--- config.mk ---
export PLATFORM = sky130hd
export DESIGN_NAME = frame_scanout_flat
export DESIGN_NICKNAME = d
export VERILOG_FILES = /design/src/rtl/frame_scanout_if.sv /design/src/rtl/frame_scanout.sv /design/src/flat_wrapper.sv
export SDC_FILE = /design/constraint.sdc
export NUM_CORES = 1
export LEC_CHECK = 0
export CAP_MARGIN = 20
export CORE_UTILIZATION = 60
export DETAILED_ROUTE_END_ITERATION = 8
export PLACE_DENSITY = 0.79
export RECOVER_POWER = 100
export SLEW_MARGIN = 20
export SYNTH_ARGS = -nofsm -noshare
export SYNTH_HDL_FRONTEND = slang
export SYNTH_SLANG_ARGS = --single-unit
--- constraint.sdc ---
create_clock -name clk_i -period 7.8 [get_ports clk_i]
set_clock_uncertainty 0.15 [all_clocks]
set_input_delay 1.95 -clock clk_i [delete_from_list [all_inputs] [get_ports clk_i]]
set_output_delay 1.95 -clock clk_i [all_outputs]
set_load 0.02 [all_outputs]
--- src/rtl/frame_scanout_if.sv ---
// frame_scanout_if: frame buffer read port plus the outgoing pixel stream.
// Stream rule: a pixel transfers on a clock edge where pix_valid && pix_ready; the source holds data stable while pix_valid && !pix_ready.
interface frame_scanout_if #(
    parameter int DATA_W = 8,
    parameter int ADDR_W = 19
);
    logic              rd_en;
    logic [ADDR_W-1:0] rd_addr;
    logic [DATA_W-1:0] rd_data;
    logic              pix_valid;
    logic              pix_ready;
    logic [DATA_W-1:0] pix_data;
    logic [9:0]        pix_x;
    logic [9:0]        pix_y;
    logic              pix_last;

    modport master (
        output rd_en, rd_addr, pix_valid, pix_data, pix_x, pix_y, pix_last,
        input  rd_data, pix_ready
    );

    modport slave (
        input  rd_en, rd_addr, pix_valid, pix_data, pix_x, pix_y, pix_last,
        output rd_data, pix_ready
    );
endinterface

--- src/rtl/frame_scanout.sv ---
// frame_scanout: raster-order frame buffer reader feeding a credit-controlled pixel FIFO.
// Optional macro FRAME_SCANOUT_DOUBLE_BUF_EN adds fb_sel_i to read the upper frame of a ping-pong pair.
module frame_scanout #(
    parameter int H_PIXELS   = 640,
    parameter int V_PIXELS   = 480,
    parameter int DATA_W     = 8,
    parameter int ADDR_W     = 19,
    parameter int RD_LATENCY = 2,
    parameter int FIFO_DEPTH = 8
) (
    input  logic            clk_i,
    input  logic            rst_i,
    input  logic            scan_start_i,
    output logic            scan_done_o,
`ifdef FRAME_SCANOUT_DOUBLE_BUF_EN
    input  logic            fb_sel_i,
`endif
    output logic [1:0]      state_o,
    frame_scanout_if.master bus
);
    localparam int PW   = $clog2(FIFO_DEPTH);
    localparam int CW   = PW + 1;
    localparam int EW   = DATA_W + 21;
    localparam int TAIL = RD_LATENCY - 1;
    localparam logic [9:0] X_MAX = 10'(H_PIXELS - 1);
    localparam logic [9:0] Y_MAX = 10'(V_PIXELS - 1);

    typedef enum logic [1:0] {
        S_WAIT  = 2'd0,
        S_FETCH = 2'd1,
        S_DRAIN = 2'd2,
        S_DONE  = 2'd3
    } state_t;

    state_t            state_q, state_d;
    logic [9:0]        x_q, x_d, y_q, y_d;
    logic [ADDR_W-1:0] addr_q, addr_d, base;
    logic              pv_q [RD_LATENCY];
    logic [9:0]        px_q [RD_LATENCY];
    logic [9:0]        py_q [RD_LATENCY];
    logic              pl_q [RD_LATENCY];
    logic [EW-1:0]     mem_q [FIFO_DEPTH];
    logic [PW-1:0]     wr_ptr_q, rd_ptr_q;
    logic [CW-1:0]     count_q, count_d, inflight_q, inflight_d;
    logic              issue, last_px, credit_ok, push, pop;

    // A read may only issue if every outstanding pixel already has a FIFO slot reserved.
    assign credit_ok = (int'(count_q) + int'(inflight_q)) < FIFO_DEPTH;
    assign last_px   = (x_q == X_MAX) && (y_q == Y_MAX);
    assign push      = pv_q[TAIL];
    assign pop       = (count_q != '0) && bus.pix_ready;

    always_ff @(posedge clk_i) begin
        if (rst_i) state_q <= S_WAIT;
        else       state_q <= state_d;
    end

    always_comb begin
        state_d     = state_q;
        x_d         = x_q;
        y_d         = y_q;
        addr_d      = addr_q;
        issue       = 1'b0;
        scan_done_o = 1'b0;
        case (state_q)
            S_WAIT: begin
                x_d    = '0;
                y_d    = '0;
                addr_d = '0;
                if (scan_start_i) state_d = S_FETCH;
            end
            S_FETCH: begin
                if (credit_ok) begin
                    issue = 1'b1;
                    if (last_px) begin
                        x_d     = '0;
                        y_d     = '0;
                        addr_d  = '0;
                        state_d = S_DRAIN;
                    end else begin
                        addr_d = addr_q + ADDR_W'(1);
                        if (x_q == X_MAX) begin
                            x_d = '0;
                            y_d = y_q + 10'd1;
                        end else begin
                            x_d = x_q + 10'd1;
                        end
                    end
                end
            end
            S_DRAIN: begin
                if (count_q == '0 && inflight_q == '0) state_d = S_DONE;
            end
            S_DONE: begin
                scan_done_o = 1'b1;
                if (!scan_start_i) state_d = S_WAIT;
            end
            default: state_d = S_WAIT;
        endcase
    end

    always_ff @(posedge clk_i) begin
        if (rst_i) begin
            x_q    <= '0;
            y_q    <= '0;
            addr_q <= '0;
        end else begin
            x_q    <= x_d;
            y_q    <= y_d;
            addr_q <= addr_d;
        end
    end

`ifdef FRAME_SCANOUT_DOUBLE_BUF_EN
    localparam logic [ADDR_W-1:0] FRAME_SZ = ADDR_W'(H_PIXELS * V_PIXELS);
    logic fb_sel_q;
    always_ff @(posedge clk_i) begin
        if (rst_i)                                 fb_sel_q <= 1'b0;
        else if (state_q == S_WAIT && scan_start_i) fb_sel_q <= fb_sel_i;
    end
    assign base = fb_sel_q ? FRAME_SZ : '0;
`else
    assign base = '0;
`endif

    assign bus.rd_en   = issue;
    assign bus.rd_addr = addr_q + base;
    assign state_o     = state_q;

    // Coordinate tags travel beside the read so they meet rd_data at the pipeline tail.
    always_ff @(posedge clk_i) begin
        if (rst_i) begin
            for (int i = 0; i < RD_LATENCY; i++) begin
                pv_q[i] <= 1'b0;
                px_q[i] <= '0;
                py_q[i] <= '0;
                pl_q[i] <= 1'b0;
            end
        end else begin
            pv_q[0] <= issue;
            px_q[0] <= x_q;
            py_q[0] <= y_q;
            pl_q[0] <= last_px;
            for (int i = 1; i < RD_LATENCY; i++) begin
                pv_q[i] <= pv_q[i-1];
                px_q[i] <= px_q[i-1];
                py_q[i] <= py_q[i-1];
                pl_q[i] <= pl_q[i-1];
            end
        end
    end

    always_comb begin
        count_d    = count_q;
        inflight_d = inflight_q;
        case ({push, pop})
            2'b10:   count_d = count_q + CW'(1);
            2'b01:   count_d = count_q - CW'(1);
            default: count_d = count_q;
        endcase
        case ({issue, push})
            2'b10:   inflight_d = inflight_q + CW'(1);
            2'b01:   inflight_d = inflight_q - CW'(1);
            default: inflight_d = inflight_q;
        endcase
    end

    always_ff @(posedge clk_i) begin
        if (rst_i) begin
            for (int i = 0; i < FIFO_DEPTH; i++) mem_q[i] <= '0;
            wr_ptr_q   <= '0;
            rd_ptr_q   <= '0;
            count_q    <= '0;
            inflight_q <= '0;
        end else begin
            if (push) begin
                mem_q[wr_ptr_q] <= {bus.rd_data, px_q[TAIL], py_q[TAIL], pl_q[TAIL]};
                wr_ptr_q        <= wr_ptr_q + PW'(1);
            end
            if (pop) rd_ptr_q <= rd_ptr_q + PW'(1);
            count_q    <= count_d;
            inflight_q <= inflight_d;
        end
    end

    // Head comes straight from the storage registers, so it cannot move while stalled.
    assign bus.pix_valid = (count_q != '0);
    assign {bus.pix_data, bus.pix_x, bus.pix_y, bus.pix_last} = mem_q[rd_ptr_q];
endmodule

--- src/flat_wrapper.sv ---
// flat-port wrapper written by rule: the top's interface ports become plain ports
module frame_scanout_flat 
#(
    parameter int H_PIXELS   = 640,
    parameter int V_PIXELS   = 480,
    parameter int DATA_W     = 8,
    parameter int ADDR_W     = 19,
    parameter int RD_LATENCY = 2,
    parameter int FIFO_DEPTH = 8
)
  (clk_i, rst_i, scan_start_i, scan_done_o, state_o, bus_rd_en, bus_rd_addr, bus_pix_valid, bus_pix_data, bus_pix_x, bus_pix_y, bus_pix_last, bus_rd_data, bus_pix_ready);
  frame_scanout_if #(.DATA_W(DATA_W), .ADDR_W(ADDR_W)) bus_i ();
  input  logic clk_i;
  input  logic rst_i;
  input  logic scan_start_i;
  output logic scan_done_o;
  output logic [1:0] state_o;
  output wire logic [$bits(bus_i.rd_en)-1:0] bus_rd_en;
  output wire logic [$bits(bus_i.rd_addr)-1:0] bus_rd_addr;
  output wire logic [$bits(bus_i.pix_valid)-1:0] bus_pix_valid;
  output wire logic [$bits(bus_i.pix_data)-1:0] bus_pix_data;
  output wire logic [$bits(bus_i.pix_x)-1:0] bus_pix_x;
  output wire logic [$bits(bus_i.pix_y)-1:0] bus_pix_y;
  output wire logic [$bits(bus_i.pix_last)-1:0] bus_pix_last;
  input wire logic [$bits(bus_i.rd_data)-1:0] bus_rd_data;
  input wire logic [$bits(bus_i.pix_ready)-1:0] bus_pix_ready;
  assign bus_rd_en = bus_i.rd_en;
  assign bus_rd_addr = bus_i.rd_addr;
  assign bus_pix_valid = bus_i.pix_valid;
  assign bus_pix_data = bus_i.pix_data;
  assign bus_pix_x = bus_i.pix_x;
  assign bus_pix_y = bus_i.pix_y;
  assign bus_pix_last = bus_i.pix_last;
  assign bus_i.rd_data = bus_rd_data;
  assign bus_i.pix_ready = bus_pix_ready;
  frame_scanout #(.H_PIXELS(H_PIXELS), .V_PIXELS(V_PIXELS), .DATA_W(DATA_W), .ADDR_W(ADDR_W), .RD_LATENCY(RD_LATENCY), .FIFO_DEPTH(FIFO_DEPTH)) u_core (.clk_i(clk_i), .rst_i(rst_i), .scan_start_i(scan_start_i), .scan_done_o(scan_done_o), .state_o(state_o), .bus(bus_i));
endmodule
=== Yosys cells after proc, flatten, opt, wreduce, memory -nomap -nowiden ===
Memories as Yosys holds them, arrays and structs flattened. A register that Yosys moved wholly into a read port is not among the register bits.
Cells that the tools add are included.

* Bits in registers: 55
* Bits in writable memories: 276
* Input port bits: 12
* Output and inout bits: 53
* Logic and storage cells: 102
* Memories: 5

* Add/subtract/negate cells: 10
* Magnitude comparators: 1
* Equality and inequality tests: 15
* Muxes and demuxes: 41
* Bitwise operators: 8
* Reduce and logical (&&, ||, !) cells: 14

{| class="wikitable"
|+ Memories
! memory !! words !! width !! read ports !! clocked after memory_dff !! wr ports !! RTL line !! RTL
|-
| u_core.mem_q || 8 || 29 || 1 || 1 || 8 || frame_scanout.sv:42 || <nowiki>logic [EW-1:0] mem_q [FIFO_DEPTH];</nowiki>
|-
| u_core.px_q || 2 || 10 || 2 || 0 || 2 || frame_scanout.sv:39 || <nowiki>logic [9:0] px_q [RD_LATENCY];</nowiki>
|-
| u_core.py_q || 2 || 10 || 2 || 0 || 2 || frame_scanout.sv:40 || <nowiki>logic [9:0] py_q [RD_LATENCY];</nowiki>
|-
| u_core.pl_q || 2 || 1 || 2 || 0 || 2 || frame_scanout.sv:41 || <nowiki>logic pl_q [RD_LATENCY];</nowiki>
|-
| u_core.pv_q || 2 || 1 || 2 || 0 || 2 || frame_scanout.sv:38 || <nowiki>logic pv_q [RD_LATENCY];</nowiki>
|}

{| class="wikitable"
|+ Operators by type and width
! cell !! count
|-
| 10-bit 2-to-1 mux || 10
|-
| 10-bit one-hot mux with 2 select lines || 2
|-
| 19-bit 2-to-1 mux || 2
|-
| 19-bit one-hot mux with 2 select lines || 1
|-
| 32-bit by 5-bit < comparator with 1-bit output, second input constant || 1
|-
| 29-bit 2-to-1 mux || 1
|-
| 29-bit OR reduction || 1
|-
| 10-bit by 1-bit adder with 10-bit output, second input constant || 2
|-
| 19-bit by 1-bit adder with 19-bit output, second input constant || 1
|-
| 4-bit one-hot mux with 2 select lines || 2
|-
| 1-bit 2-to-1 mux || 14
|-
| 10-bit == test, second input constant || 1
|-
| 10-bit by 9-bit == test with 1-bit output, second input constant || 1
|-
| 2-bit 2-to-1 mux || 5
|-
| 3-bit 2-to-1 mux || 3
|-
| 4-bit by 1-bit adder with 4-bit output, second input constant || 2
|-
| 2-bit == test, second input constant || 4
|-
| 4-bit logical NOT || 2
|-
| 1-bit bitwise OR || 8
|-
| 2-bit one-hot mux with 4 select lines || 1
|-
| 4-bit by 1-bit subtractor with 4-bit output, second input constant || 2
|-
| 3-bit by 1-bit adder with 3-bit output, second input constant || 2
|-
| 2-bit by 1-bit == test with 1-bit output, second input constant || 3
|-
| 2-bit by 1-bit != test with 1-bit output, second input constant || 3
|-
| other kinds (10) || 15
|}

=== Longest topological paths before layout ===
Gate-level depths: netlist of run 1.

* Depth after elaboration: 6
* Mapped depth: 11
* Depth with buffers taken out: 11

=== Worst setup path after synthesis of run 1 ===
OpenSTA, ideal clock, no wires.

* Kind: reg2out
* Start point: register (tool-made name)
* End point: output port bus_pix_data[0]
* Arrival: 1.854 ns
* Path slack: 3.846 ns
* Stages on the path, launching flop included: 6
* Buffers on the path: 3
* Cell sequence: dfxtp_1 clkbuf_1 buf_2 buf_2 mux4_2 mux2_2

{| class="wikitable"
|+ RTL lines
! item !! RTL line !! RTL
|-
| end: declaration || flat_wrapper.sv:21 || <nowiki>output wire logic [$bits(bus_i.pix_data)-1:0] bus_pix_data;</nowiki>
|}

==> results of run 1 <==
-- metal layers --
layer	track usage (%)	wire, um	share of wire, %
met5	0	0	0
met4	7.582	575	2.0
met1	31.78	12210	42
met2	42.63	14690	51
met3	2.683	1596	5.5
-- through the flow --
step	area (um^2)	hold slack, ns	instances
after floorplan	14540	0.2638	1043
after global placement	15480	0.2674	1383
after detailed placement	15480	0.2720	1383
after CTS	16640	0.2875	1440
after global routing	16580	0.3002	1440
final	16580	0.2832	1440
-- synth_stat cells, types with 4 or more instances --
master	count	area, um^2
and2_1	234	1464
edfxtp_1	232	6967
dfxtp_1	102	2042
mux4_2	58	1306
nor2_1	48	180.2
clkbuf_1	43	161.4
nor2b_1	43	269.0
mux2_2	30	337.8
nand2_1	26	97.59
a21oi_1	20	100.1
ha_1	18	225.2
xnor2_1	16	140.1
inv_1	15	56.30
xor2_1	15	131.4
nand4_1	13	81.33
nand3_1	10	50.05
nor2_2	10	62.56
buf_2	9	45.04
a31oi_1	8	50.05
o21ai_0	8	40.04
or2_2	8	50.05
nand2b_1	5	31.28
nor3_1	5	25.02
and3_1	4	25.02
nor4b_2	4	60.06
or3_1	4	25.02
-- cell type report --
cell class | count | share of cell area [%]
clock buffer | 41 | 5.729
tap | 319 | 2.408
clock inverter | 16 | 1.268
timing repair buffer | 76 | 4.219
multi-input combinational | 638 | 31.64
inverter | 16 | 0.3623
sequential | 334 | 54.37
-- worst max-delay path by stage --
stage	endpoint	start	slack, ns	depth (start not counted)
3_5_place_dp	bus_pix_y[1]	register	2.85	4
4_1_cts	bus_pix_y[1]	register	2.26	4
6_report	bus_pix_x[4]	register	1.23	4
5_1_grt	u_core.mem_q[5][23]	rst_i	1.06	7
3_3_place_gp	bus_pix_y[4]	register	2.88	4
2_1_floorplan	bus_pix_data[0]	register	3.85	5
-- cell families (layout without fill, tap and decap cells) --
kind of cell,count (synthesis),in the layout,share of synthesized area [%]
compound gates,61,61,2.659
buf+inv,71,149,1.962
mux,90,90,11.44
simple gates,436,436,18.29
xor+xnor,31,31,1.867
flops,334,334,61.96
fa+ha+maj,20,20,1.824
-- where the power goes --
part / internal (mW) / switching, mW / total (mW)
combinational: 0.314 / 0.375 / 0.689
clock: 1.02 / 0.645 / 1.67
sequential: 1.96 / 0.0835 / 2.05
-- cells in the final DEF (no fill, tap or decap), types with 26 or more instances in the layout --
master	count
and2_0	93
mux4_2	58
edfxtp_1	232
nor2b_1	43
dlygate4sd3_1	49
dfxtp_1	100
clkbuf_16	36
mux2_2	30
nand2_1	26
and2_1	141
nor2_1	44
-- worst max-delay path: stages (launching register included) --
cell           delay [ns]
dfxtp_2              0.73
clkbuf_1             1.68
mux4_2               0.50
mux2_2               0.30
dlygate4sd3_1        0.65
-- state kept, by name, summed over array words and instances, names as in the netlist, named ones only --
name and flops:
u_core.rd_ptr_q 3, u_core.addr_q 19, u_core.px_q 20, u_core.wr_ptr_q 3
u_core.pv_q 2, u_core.x_q 10, u_core.pl_q 2, u_core.y_q 10
u_core.inflight_q 4, u_core.mem_q 232, u_core.py_q 20, u_core.count_q 4
u_core.state_o 2
==> reports/results.tsv, run 1 <==
stage	metric	value	unit
run_status	status	finished, violations left	
run_status	failing checks	max-capacitance violations, max-slew violations	
sta	period utilisation layout	84.18	%
die	die area	24860	um^2
min_path	hold path start	u_core.py_q[0][0]	
routing	DR iter-0 viols	552	
worst_setup_path	Worst R2R End	u_core.mem_q[0][14]	
sta	fmax	152.3	MHz
cts	# clock sinks	334	
cts	Clock Latency Late Sink	0.55	ns
routing	ANT nets after route	0	
sta	RSZ-0062 raised after global routing	no	
pwr	leakage	5.907	nW
final_layout	Area Overhead vs Synth	14.01	%
die	I/O pin count	65	
cts	CTS max path bufs	3	
worst_setup_path	Worst setup EP type	primary output	
worst_setup_path	Worst Path Class, Setup	register to primary output	
placed_design	Place WS	2.854	ns
cts	clock slew at reported path FFs	0.06	ns
routing	DR WL/cell	20.19	um
final_layout	layout net count	1129	
synthesis	EDFF count, synth	232	
final_layout	area of the multi-input gates	5245	um^2
min_path	hold path depth	1	
synthesis	cells after synthesis	1043	
worst_setup_path	Reg-to-Reg Start	u_core.pv_q[0][1]	
placed_design	gpl congestion	0.7706	
grt	number of global-route vias before repair	8506	
final_layout	register area	9014	um^2
cts	hold-fix buffers at CTS	0	
synthesis	Yosys cell types	60	
synthesis	Yosys reg bits	334	
synthesis	Synth warnings	0	
pwr	PD cells	265.7	nW/um^2
sta	final setup fails	0	
worst_setup_path	Worst setup SP type	register	
synthesis	Syn Area/Cell	13.94	um^2
sta	Fin. Hold Viols	0	
worst_setup_path	Reg2Reg Setup Slack	4.19	ns
cts	total CTS buffers	31	
die	Site Rows	56	
routing	DRC viols	0	
final_layout	layout cells sized above 1	16.68	%
sta	setup ws final	1.234	ns
synthesis	main flop type after synthesis	edfxtp_1	
sta	max-slew violations	347	
grt	global route overflow	0	
min_path	Hold Path Class	register to register	
grt	pin count of the biggest net entering global routing	85	
placed_design	DP HPWL	16160	um
final_layout	Inserted Diodes	0	
routing	1st-pass router iterations	5	
synthesis	Synth async-reset ratio	0	%
cts	CTS tree	yes	
worst_setup_path	FF-to-FF path depth	4	
job	# Max-Cap Violations	10	
synthesis	syn_nets	1075	
cts	Post-CTS Resized	0	
worst_setup_path	Critical Path AT	4.47	ns
die	core area	23610	um^2
sta	Worst slew margin	-131.4	%
grt	initial antenna violation count	0	
routing	post-DR vias/cell	5.751	
sta	measured slew at the worst slew-check pin	3.470	ns
synthesis	sequential share of the synthesized area	61.96	%
grt	GRT Overall Usage	24.30	%
sta	fin crit period	6.566	ns
cts	CTS H-tree depth	1	
sta	Post-Route Setup TNS	0	ns
final_layout	Post-Route Utilization	70.20	%
min_path	WHS Endpoint	u_core.py_q[0][10]	
die	initial core utilization	61.58	%
routing	final WL	29070	um
cts	post-CTS setup buffers	0	
placed_design	input/output buffers	64	
worst_setup_path	CP Max Fanout	35	
pwr	Design Power	4.404	mW
pwr	worst vdd ir	0.0001884	V
routing	via count of the routed design	8281	
worst_setup_path	WP data required	5.70	ns
final_layout	fillers	1560	
grt	global-route wire length before repair	45720	um
die	Die Y	157.7	um
synthesis	Syn Std Cell Area	14540	um^2
cts	Root Buffer Master	clkbuf_16	
die	Die Wd	157.7	um
(Power assumes the default switching activity.)
==> inputs of run 2 (changes only) <==
- CORE_UTILIZATION: 60 -> 55
- PLACE_DENSITY: 0.79 -> 0.76
- clock period: 7.8 -> 5.8 ns (I/O delays scaled with it)
==> run 2 against run 1 <==
The run still ends with max-capacitance violations, max-slew violations left. Critical path type unchanged. Cell area about the same. Highest routed layer unchanged. Worst hold slack worse by 0.015 ns. Non-clock buffer count up 1. Sequential share of layout area about the same. Sequential power up 34%. Count of clock-buffer cells in the layout up 4. Global-route usage down 1.6 points.
==> reports/results.tsv, run 2 (same netlist as run 1, synthesis figures left out) <==
stage	metric	value	unit	change
min_path	hold path start	u_core.py_q[0][8]		
sta	period utilisation layout	86.91	%	
sta	final setup fails	0		unchanged
placed_design	Placed Instances	1400		+1.2%
routing	DR WL/cell	20.28	um	+0.46%
pwr	Logic pwr share	16.3	%	+0.6 points
final_layout	biggest regs	u_core.mem_q x232, u_core.px_q x20, u_core.py_q x20		
pwr	leakage	5.859	nW	-0.81%
cts	hold-fix buffers at CTS	0		unchanged
final_layout	Post-Route Utilization	63.78	%	-6.4 points
routing	ANT nets after route	0		unchanged
routing	final WL	29630	um	+1.9%
routing	1st-pass router iterations	7		+2
routing	DR iter-0 viols	587		+6.3%
sta	hold slack	0.2684	ns	-0.01475 ns
die	initial core utilization	55.96	%	-5.6 points
cts	Clock Latency Late Sink	0.51	ns	-0.04 ns
die	Site Rows	59		+5.4%
run_status	status	finished, violations left		
run_status	failing checks	max-capacitance violations, max-slew violations		
die	Die Y	164.6	um	+4.4%
min_path	WHS Endpoint	u_core.py_q[0][18]		
final_layout	Inserted Diodes	0		unchanged
grt	global route overflow	0		unchanged
die	Die Wd	164.6	um	+4.4%
grt	global-route wire length before repair	46520	um	+1.7%
final_layout	most frequent cells in the layout	edfxtp_1 (232), and2_1 (126), and2_0 (108)		
placed_design	placed instance area	15520	um^2	+0.26%
cts	Root Buffer Master	clkbuf_16		
sta	Worst slew margin	-89.59	%	+42 points
min_path	hold path depth	1		unchanged
worst_setup_path	WP data required	4.20	ns	-1.50 ns
placed_design	gpl congestion	0.7681		-0.32%
sta	fmax	198.4	MHz	
final_layout	most common cell after layout, fill and taps aside	edfxtp_1		
grt	initial antenna violation count	0		unchanged
pwr	sw power	1.498	mW	+36%
final_layout	layout cells sized above 1	16.07	%	-0.61 points
final_layout	final cell count without fillers	1461		+1.5%
routing	DRC viols	0		unchanged
routing	via count of the routed design	8270		-0.13%
final_layout	fin area	16570	um^2	about the same
final_layout	Area Overhead vs Synth	13.97	%	about the same
cts	clock slew at reported path FFs	0.06	ns	about the same
routing	post-DR vias/cell	5.661		-1.6%
worst_setup_path	FF-to-FF path depth	3		-1
grt	pin count of the biggest net entering global routing	46		-46%
cts	total CTS buffers	34		+9.7%
sta	RSZ-0062 raised after global routing	no		
worst_setup_path	Worst setup SP type	register		
placed_design	DP HPWL	16180	um	+0.11%
sta	Fin. Hold Viols	0		unchanged
die	die area	27090	um^2	+9.0%
die	core area	25980	um^2	+10%
pwr	Sw Share	25.58	%	+0.52 points
worst_setup_path	Worst setup EP type	primary output		
cts	post-CTS setup buffers	0		unchanged
cts	CTS tree	yes		
placed_design	Place WS	1.725	ns	-1.130 ns
final_layout	layout net count	1133		+0.35%
cts	CTS max path bufs	3		unchanged
placed_design	input/output buffers	64		unchanged
pwr	PD cells	353.4	nW/um^2	+33%
grt	number of global-route vias before repair	8337		-2.0%
worst_setup_path	Worst R2R End	u_core.mem_q[0][14]		
worst_setup_path	CP Max Fanout	29		-17%
final_layout	largest reg by FF count	u_core.mem_q		
sta	setup ws final	0.7594	ns	-0.4743 ns
sta	fin crit period	5.041	ns	
cts	Post-CTS Resized	0		unchanged
sta	max-slew violations	497		+43%
die	I/O pin count	65		unchanged
pwr	Pint	4.358	mW	+32%
sta	measured slew at the worst slew-check pin	2.844	ns	-0.6264 ns
worst_setup_path	Critical Path AT	3.44	ns	-1.03 ns
worst_setup_path	Worst Path Class, Setup	register to primary output		
job	# Max-Cap Violations	16		+6
final_layout	max reg flops	232		unchanged
pwr	Sequential Power Share	46.7	%	+0.2 points
worst_setup_path	Reg2Reg Setup Slack	2.06	ns	-2.13 ns
pwr	worst vdd ir	0.0002666	V	+41%
min_path	Hold Path Class	register to register		
sta	Post-Route Setup TNS	0	ns	unchanged
pwr	clock power share	36.9	%	-0.9 points
worst_setup_path	Reg-to-Reg Start	u_core.pv_q[0][1]		
cts	CTS H-tree depth	2		+1
grt	GRT Overall Usage	22.71	%	-1.6 points
final_layout	fillers	1899		+22%
pwr	Design Power	5.856	mW	+33%
cts	# clock sinks	334		unchanged
run 2: cell count changes in the layout (fill, tap and decap cells not counted), sizes merged:
cell,change
buf,-1
clkbuf,+6
dlygate4sd3,-9
inv,-1
bufinv,-3
clkdlybuf4s50,+9
clkinv,+3
clkinvlp,+1
run 2: how the worst max path moves through the flow:
stage          startpoint               to  slack (ns)  cells after the start
6_report         register  bus_pix_data[5]        0.76                      4
5_1_grt          register  bus_pix_data[5]        0.55                      4
4_1_cts          register     bus_pix_last        1.19                      4
3_5_place_dp     register     bus_pix_last        1.72                      4
3_3_place_gp     register     bus_pix_y[5]        1.76                      4
2_1_floorplan    register  bus_pix_data[0]        2.35                      5
run 2: final cells by class:
cell class	instances	area (um^2)	area share (%)
multi-input cells	638	5246	31.66
clock buffers	45	974.7	5.881
well taps	335	419.2	2.529
clock inverters	16	145.1	0.8758
inverters	16	60.06	0.3624
repair buffers	77	714.4	4.311
flip-flops and latches	334	9012	54.38
run 2: routing by layer:
metal	track usage (%)	part of all wire [%]	vias up	wire length [um]
li1	-	-	3857	-
met1	30.84	43	4102	12690
met4	5.588	1.7	0	518
met5	0	0	-	0
met2	38.58	50	260	14810
met3	3.214	5.4	51	1614
run 2: critical path: stages, from the launching register on:
cell           delay [ns]
dfxtp_1              1.27
buf_4                0.42
mux4_2               0.32
mux2_2               0.27
dlygate4sd3_1        0.64
run 2: power by group through the flow:
stage	sequential [mW]	combinational [mW]	clock (mW)
floorplan	2.73	0.750	0
finish	2.74	0.957	2.16
detailed placement	2.79	0.990	0
CTS	2.74	0.993	2.19
global placement	2.78	0.974	0
global route	2.76	1.04	2.27
==> inputs of run 3 (changes only) <==
- PLACE_DENSITY: 0.76 -> 0.82
==> run 3 against run 2 <==
The flow still finishes with violations (max-capacitance violations, max-slew violations). Final cell count increased by 0.34%. Sequential power about the same. Die area unchanged.
==> reports/results.tsv, run 3 (same netlist as run 1, synthesis figures left out) <==
stage	metric	value	unit	change
min_path	hold path depth	1		unchanged
worst_setup_path	CP Max Fanout	29		unchanged
pwr	leakage	5.842	nW	-0.29%
cts	CTS tree	yes		
min_path	Hold Path Class	register to register		
min_path	hold path start	u_core.px_q[0][2]		
grt	global-route wire length before repair	47700	um	+2.5%
pwr	worst vdd ir	0.0002539	V	-4.7%
worst_setup_path	Worst path slowest cell	dfxtp_2		
final_layout	biggest regs	u_core.mem_q x232, u_core.px_q x20, u_core.py_q x20		
worst_setup_path	WP data required	4.20	ns	about the same
routing	post-DR vias/cell	5.690		+0.51%
placed_design	Placed Instances	1402		+0.14%
worst_setup_path	WP buf/inv	2		unchanged
routing	metal3 WL	1941	um	+20%
cts	CTS max path bufs	3		unchanged
final_layout	most common cell after layout, fill and taps aside	edfxtp_1		
cts	clock slew at reported path FFs	0.06	ns	about the same
grt	global route overflow	0		unchanged
die	die area	27090	um^2	unchanged
die	Die Wd	164.6	um	unchanged
cts	hold-fix buffers at CTS	0		unchanged
worst_setup_path	Worst Path Class, Setup	register to primary output		
cts	CTS H-tree depth	2		unchanged
die	core area	25980	um^2	unchanged
sta	measured slew at the worst slew-check pin	3.033	ns	+0.1891 ns
sta	Post-Route Setup TNS	0	ns	unchanged
grt	initial antenna violation count	0		unchanged
sta	max-slew violations	518		+4.2%
routing	DRC viols	0		unchanged
sta	period utilisation layout	87.31	%	+0.40 points
grt	pin count of the biggest net entering global routing	77		+67%
die	initial core utilization	55.96	%	unchanged
pwr	Design Power	5.850	mW	-0.11%
final_layout	max reg flops	232		unchanged
grt	number of global-route vias before repair	8630		+3.5%
final_layout	final cell count without fillers	1466		+0.34%
final_layout	layout cells sized above 1	15.74	%	-0.34 points
worst_setup_path	CP peak stage delay	1.05	ns	-0.22 ns
routing	ANT nets after route	0		unchanged
sta	final setup fails	0		unchanged
sta	fin crit period	5.064	ns	+0.02313 ns
sta	setup ws final	0.7363	ns	-0.02313 ns
worst_setup_path	Worst setup SP type	register		
die	I/O pin count	65		unchanged
routing	final WL	30550	um	+3.1%
worst_setup_path	Reg2Reg Setup Slack	1.54	ns	-0.52 ns
worst_setup_path	Worst setup EP type	primary output		
die	Die Y	164.6	um	unchanged
worst_setup_path	Reg-to-Reg Start	u_core.pv_q[0][1]		
final_layout	Inserted Diodes	0		unchanged
routing	met1 WL	12740	um	+0.38%
routing	wire length on met2	15270	um	+3.1%
worst_setup_path	Worst R2R End	u_core.mem_q[4][5]		
cts	Post-CTS Resized	0		unchanged
routing	DR WL/cell	20.84	um	+2.7%
routing	via count of the routed design	8341		+0.86%
placed_design	Place WS	1.660	ns	-0.06427 ns
placed_design	placed instance area	15520	um^2	about the same
cts	Clock Latency Late Sink	0.51	ns	about the same
pwr	PD cells	353.2	nW/um^2	about the same
routing	top sig layer	met4		
sta	Fin. Hold Viols	0		unchanged
final_layout	layout net count	1136		+0.26%
cts	# clock sinks	334		unchanged
worst_setup_path	FF-to-FF path depth	4		+1
final_layout	most frequent cells in the layout	edfxtp_1 (232), and2_0 (126), and2_1 (108)		
job	# Max-Cap Violations	18		+2
final_layout	largest reg by FF count	u_core.mem_q		
routing	1st-pass router iterations	5		-2
placed_design	gpl congestion	0.7881		+2.6%
cts	Root Buffer Master	clkbuf_16		
sta	RSZ-0062 raised after global routing	no		
placed_design	input/output buffers	64		unchanged
die	Site Rows	59		unchanged
worst_setup_path	worst path cell trace	buf_4 -> mux4_2 -> mux2_2 -> dlygate4sd3_1		
cts	total CTS buffers	35		+2.9%
min_path	WHS Endpoint	u_core.px_q[0][12]		
routing	DR iter-0 viols	690		+18%
placed_design	DP HPWL	16820	um	+4.0%
run_status	failing checks	max-capacitance violations, max-slew violations		
final_layout	Area Overhead vs Synth	13.91	%	about the same
worst_setup_path	Critical Path AT	3.46	ns	+0.02 ns
final_layout	fin area	16560	um^2	about the same
sta	fmax	197.5	MHz	-0.46%
grt	GRT Overall Usage	23.43	%	+0.72 points
run_status	status	finished, violations left		
worst_setup_path	Top Family by Delay on Critical Path	buffers and inverters		
cts	post-CTS setup buffers	0		unchanged
sta	Worst slew margin	-102.2	%	-13 points
[run 3: changes by cell type in the layout (fill, tap and decap cells not counted), moves of 3 or more]
cell             delta
clkbuf_1            +9
buf_4               +3
nor2_1              -3
nor2_2              +3
or2_1               -3
and2_0             +18
or2_0               +4
and2_1             -18
dlygate4sd3_1       +9
clkdlybuf4s50_1     -9
clkinv_2            -4
[run 3: worst max-delay path by stage]
stage | startpoint | to | cells after the start | slack (ns)
after detailed placement | register | bus_pix_x[9] | 4 | 1.66
after floorplan | register | bus_pix_data[0] | 5 | 2.35
after CTS | register | bus_pix_x[9] | 4 | 1.12
final | register | bus_pix_x[9] | 4 | 0.74
after global placement | register | bus_pix_x[9] | 4 | 1.71
after global routing | register | bus_pix_data[3] | 4 | 0.55
[run 3: area by class of cell]
cell class | count | area (um^2)
Clock buffer | 56 | 1061
Clock inverter | 8 | 61.31
Fill cell | 1864 | 9422
Inverter | 16 | 60.06
Multi-Input combinational cell | 638 | 5234
Sequential cell | 334 | 9011
Tap cell | 335 | 419.2
Timing Repair Buffer | 79 | 716.9
[run 3: power breakdown]
| part | internal (mW) | switching, mW | total (mW) |
|---|---|---|---|
| Clock | 1.26 | 0.891 | 2.16 |
| Sequential | 2.65 | 0.101 | 2.75 |
| Combinational | 0.425 | 0.523 | 0.948 |
[run 3: worst reg2reg max path, cell delays in order (launching register included)]
cell and delay, ns:
dfxtp_1 0.48, nand2_1 0.20, nor4_1 0.25, clkbuf_1 1.30, or2_1 1.46
[run 3: per-layer routing]
metal  track usage [%]  vias to the layer above
li1                  -                     3876
met1             30.65                     4156
met2             40.30                      257
met3             3.566                       52
met4             7.131                        0
met5                 0                        -
[run 3: through the flow]
stage | hold WS, ns | util, %
after CTS | 0.2851 | 64.05
after global placement | 0.2677 | 59.73
after detailed placement | 0.2712 | 59.73
after floorplan | 0.2638 | -
final | 0.2810 | 63.74
after global routing | 0.2986 | 63.74
